**config.mk**
```make
export PLATFORM = sky130hd
export DESIGN_NAME = lifo
export DESIGN_NICKNAME = d
export VERILOG_FILES = /design/src/rtl/lifo.sv
export SDC_FILE = /design/constraint.sdc
export NUM_CORES = 1
export LEC_CHECK = 0
export BUFFER_PORTS_ARGS = -buffer_cell sky130_fd_sc_hd__buf_2
export CAP_MARGIN = 20
export CORE_AREA = 2 2 81 142
export DETAILED_ROUTE_END_ITERATION = 8
export DIE_AREA = 0 0 83 144
export GPL_TIMING_DRIVEN = 0
export PLACE_DENSITY = 0.69
export REMOVE_ABC_BUFFERS = 1
export SLEW_MARGIN = 15
export SYNTH_ARGS = -nofsm -noshare
export SYNTH_HDL_FRONTEND = slang
export SYNTH_SLANG_ARGS = --single-unit
```
**constraint.sdc**
```tcl
create_clock -name clk -period 4.2 [get_ports clk]
set_input_delay 1.05 -clock clk [delete_from_list [all_inputs] [get_ports clk]]
set_output_delay 1.05 -clock clk [all_outputs]
set_load 0.05 [all_outputs]
```
**src/rtl/lifo.sv**
```systemverilog
// Synchronous LIFO stack: push/pop on a single clock, registered pop data,
// occupancy counter doubles as the stack pointer.
module lifo #(
  parameter int unsigned DEPTH      = 12,
  parameter int unsigned DATA_WIDTH = 8
) (
  input  logic                  clk,
  input  logic                  rst,
  input  logic [DATA_WIDTH-1:0] data_wr,
  input  logic                  wr_en,
  output logic                  lifo_full,
  output logic [DATA_WIDTH-1:0] data_rd,
  input  logic                  rd_en,
  output logic                  lifo_empty
);

  localparam int unsigned CW = $clog2(DEPTH + 1);
  localparam int unsigned AW = $clog2(DEPTH);

  logic [DATA_WIDTH-1:0] r_mem [DEPTH];
  logic [CW-1:0]         r_count;
  logic [DATA_WIDTH-1:0] r_data_rd;

  logic          w_empty;
  logic          w_full;
  logic          w_push;
  logic          w_pop;
  logic          w_replace;
  logic [AW-1:0] w_top_idx;
  logic [AW-1:0] w_free_idx;
  logic [CW-1:0] w_count_nxt;

  assign w_empty    = (r_count == CW'(0));
  assign w_full     = (r_count == CW'(DEPTH));
  assign lifo_empty = w_empty;
  assign lifo_full  = w_full;
  assign data_rd    = r_data_rd;

  // A simultaneous push/pop on a non-empty stack replaces the top entry,
  // even when full; on an empty stack it degrades to a plain push.
  assign w_replace  = wr_en && rd_en && !w_empty;
  assign w_push     = wr_en && !w_full && !(rd_en && !w_empty);
  assign w_pop      = rd_en && !wr_en && !w_empty;

  assign w_top_idx  = AW'(r_count - CW'(1));
  assign w_free_idx = AW'(r_count);

  // Next occupancy; saturation falls out of the accept conditions above.
  always_comb begin
    w_count_nxt = r_count;
    if (w_push) begin
      w_count_nxt = r_count + CW'(1);
    end else if (w_pop) begin
      w_count_nxt = r_count - CW'(1);
    end
  end

  always_ff @(posedge clk) begin
    if (rst) begin
      r_count   <= '0;
      r_data_rd <= '0;
    end else begin
      r_count <= w_count_nxt;
      if (w_pop || w_replace) begin
        r_data_rd <= r_mem[w_top_idx];
      end
    end
  end

  // Storage is never cleared; reset only blocks writes on its own edge.
  always_ff @(posedge clk) begin
    if (!rst) begin
      if (w_push) begin
        r_mem[w_free_idx] <= data_wr;
      end else if (w_replace) begin
        r_mem[w_top_idx] <= data_wr;
      end
    end
  end

endmodule

```
==> flow_metrics.tcl <==
set metrics [dict create \
    vias 2703 \
    synth.distinct_cells 47 \
    async_flop_share 0 \
    drc 0 \
    ff2ff_path_depth 7 \
    grt_pass1_vias 2700 \
    syn-cell-area_um2 4780 \
    power.density_nw_per_um2 628 \
    synth_edf_count 96 \
    wl_per_cell_um 21.8 \
    intPower_mw 2.13 \
    finalMaxSlewViolations 0 \
    cts-root-buf "clkbuf_16" \
    drtIter0Drc 280 \
    cp_top_family "simple AND/OR/NAND/NOR gates" \
    cts_setup_buffers 0 \
    synth_area_leaders "edfxtp_1 (60%), mux4_2 (7.5%), mux2i_1 (6.9%), dfxtp_1 (5.0%), a211oi_1 (1.7%)" \
    met2_usage 0.308 \
    path_cells "inv_2 -> ha_4 -> or3b_4 -> inv_2 -> nor3_2 -> a31oi_1 -> nor2_1" \
    placed_cells 438 \
    max_freq_mhz 256 \
    finClkSkew_ns 0.00950 \
    synth.top_cell.area_share 0.603 \
    insertion_delay_ns 0.35 \
    rows 51 \
    netlist_top_cells_count "edfxtp_1 (96), mux2i_1 (33), a21oi_1 (16), mux4_2 (16), dfxtp_1 (12)" \
    seq_power_share 0.398 \
    cpMaxStageDelayCell "nor2_1" \
    setup_viol 0 \
    num_io_pins 22 \
    die_area_um2 12000 \
    grtUsageTotal 0.171 \
    crit_start "r_count[0]" \
    nets 331 \
    drive_above_1_share 0.264 \
    required_ns 4.17 \
    r2r_setup_slack_ns 0.30 \
    synthCells 303 \
    fin_ws_ns 0.295 \
    grt_use_met3 0.0303 \
    yosysMostFrequentCell "edfxtp_1" \
    met1_usage 0.200 \
    grt_overflow 0 \
    tightest_slew_ns 1.01 \
    status "completed" \
    top_usage_layer "met2" \
    die_w_um 83 \
    gp_congestion 0.795 \
    syn_to_final_growth_pct 10.5 \
    final_util 0.484 \
    max-clock-path-buffers 2 \
    ir_drop_v 0.000303 \
    clock-sinks 108 \
    tns_ns 0 \
    pre_cts_ws_ns -0.289 \
    finalHoldViolCount 0 \
    critical_path.max_fanout 24 \
    via_per_inst 5.95 \
    drt_first_pass_iters 5 \
    p_sw_frac 0.357 \
    holdCritPathClass "flop to flop" \
    yosysSeqAreaShare 0.653 \
    synth_largest_area_cell "edfxtp_1" \
    reg2reg_from "r_count[0]" \
    cts_tree "yes" \
    fin_cells 454 \
    wirelength_um 9900 \
    crit_arrival_ns 3.88 \
    cp_common_cell "inv_2" \
    hpwl_um 6290 \
    drv_cap 0 \
    core_area_um2 10900 \
    clk_pin_slew_ns 0.08 \
    p_comb_frac 0.352 \
    ys.flop_type "edfxtp_1" \
    critical_path_class "flop to flop" \
    diodes 0 \
    p_sw_mw 1.18 \
    startpoint_type "flop" \
    cp.depth 7 \
    grt_pass1_wl_um 15100 \
    clkPwrFrac 0.250 \
    period_needed_ns 3.90 \
    max_stage_delay_ns 0.82 \
    antenna_found_initial 0 \
    htreeDepth 3 \
    critPathCaptureType "flop" \
    rsz0062_at_grt "false" \
    endpoint "r_mem[2][3]" \
    syn_avg_cell_area_um2 15.8 \
    port-buffer-count 21 \
    grt_max_degree 46 \
    synth_seq_cells 108 \
    die_y_um 144 \
    start_util 0.438 \
    postRouteAntennaNets 0 \
    cts_made_buffers 9 \
    cp_num_buf_inv 2 \
    relSlewSlack 0.326 \
    r2r_end "r_mem[2][3]" \
    ys_warn_count 0 \
    static-leakage-power_nw 1.74 \
    finalCritPeriodShare 0.930 \
    n_fill_cell 893 \
]
==> area by class of cell <==
class	count	area, um^2	area share
Sequential cell	108	3120	0.591
Multi-Input combinational cell	164	1520	0.288
Clock buffer	9	225	0.0426
Tap cell	132	165	0.0312
Timing Repair Buffer	26	150	0.0284
Clock inverter	7	68.8	0.0130
Inverter	8	30.0	0.00568
==> flip-flops by register name, summed over array words and instances, names as in the netlist <==
name and count:
r_mem 96, data_rd 8, r_count 4
==> worst min-delay path by stage <==
| stage | from | to | slack (ns) | cells after the start |
|---|---|---|---|---|
| after floorplan | r_count[3] | r_count[2] | 0.62 | 2 |
| after global placement | data_rd[6] | data_rd[6] | 0.46 | 2 |
| after detailed placement | data_rd[7] | data_rd[7] | 0.46 | 2 |
| after CTS | data_rd[7] | data_rd[7] | 0.47 | 2 |
| after global routing | data_rd[3] | data_rd[3] | 0.50 | 2 |
| final | data_rd[7] | data_rd[7] | 0.47 | 2 |
==> cell families after synthesis <==
group           count (synthesis)  synth area share
flops                         108             0.653
simple gates                   40            0.0442
buf+inv                        31            0.0405
compound gates                 71             0.107
fa+ha+maj                       2           0.00523
mux                            50             0.147
xor+xnor                        1           0.00340
==> power groups by stage <==
stage          Combinational, mW  Sequential [mW]  Clock (mW)
6_report                    1.17             1.32       0.830
4_1_cts                     1.18             1.32       0.832
3_5_place_dp                1.17             1.34           0
3_3_place_gp                1.15             1.34           0
2_1_floorplan              0.797             1.41           0
5_1_grt                     1.25             1.33       0.881
==> routing by layer <==
metal,share of wire,up-vias,routed length (um)
met3,0.047,14,462
met4,0.022,0,219
li1,-,1239,-
met5,0,-,0
met1,0.39,1366,3870
met2,0.54,84,5350
==> worst reg2reg max path, stage by stage (launching register included) <==
cell     delay (ns)
dfxtp_2        0.77
inv_2          0.38
ha_4           0.34
or3b_4         0.34
inv_2          0.09
nor3_2         0.51
a31oi_1        0.27
nor2_1         0.82
==> timing repair <==
item / CTS / global route
hold buffers: 0 / 0
resized for setup: 2 / 0
endpoints found under the setup margin: 53 / 0
==> placed cells by master, fill, tap and decap left out, types with 3 or more instances in the layout <==
cell type	n
a211o_1	8
a211oi_1	5
a211oi_2	7
a21oi_1	16
a21oi_2	8
a311oi_1	3
a31oi_1	5
buf_2	21
buf_4	3
clkbuf_16	9
dfxtp_1	11
edfxtp_1	96
inv_1	6
mux2i_1	33
mux4_2	16
nand2_1	10
nand4_1	3
nor2_1	4
nor3_1	8
o21ai_0	3
==> through the flow <==
step | hold slack, ns | area, um^2 | power (mW)
after floorplan | 0.623 | 4620 | 2.21
after global placement | 0.456 | 4890 | 2.48
after detailed placement | 0.456 | 4990 | 2.52
after CTS | 0.467 | 5290 | 3.34
after global routing | 0.495 | 5290 | 3.46
final | 0.466 | 5290 | 3.32
Power figures use the tool's default switching activity.
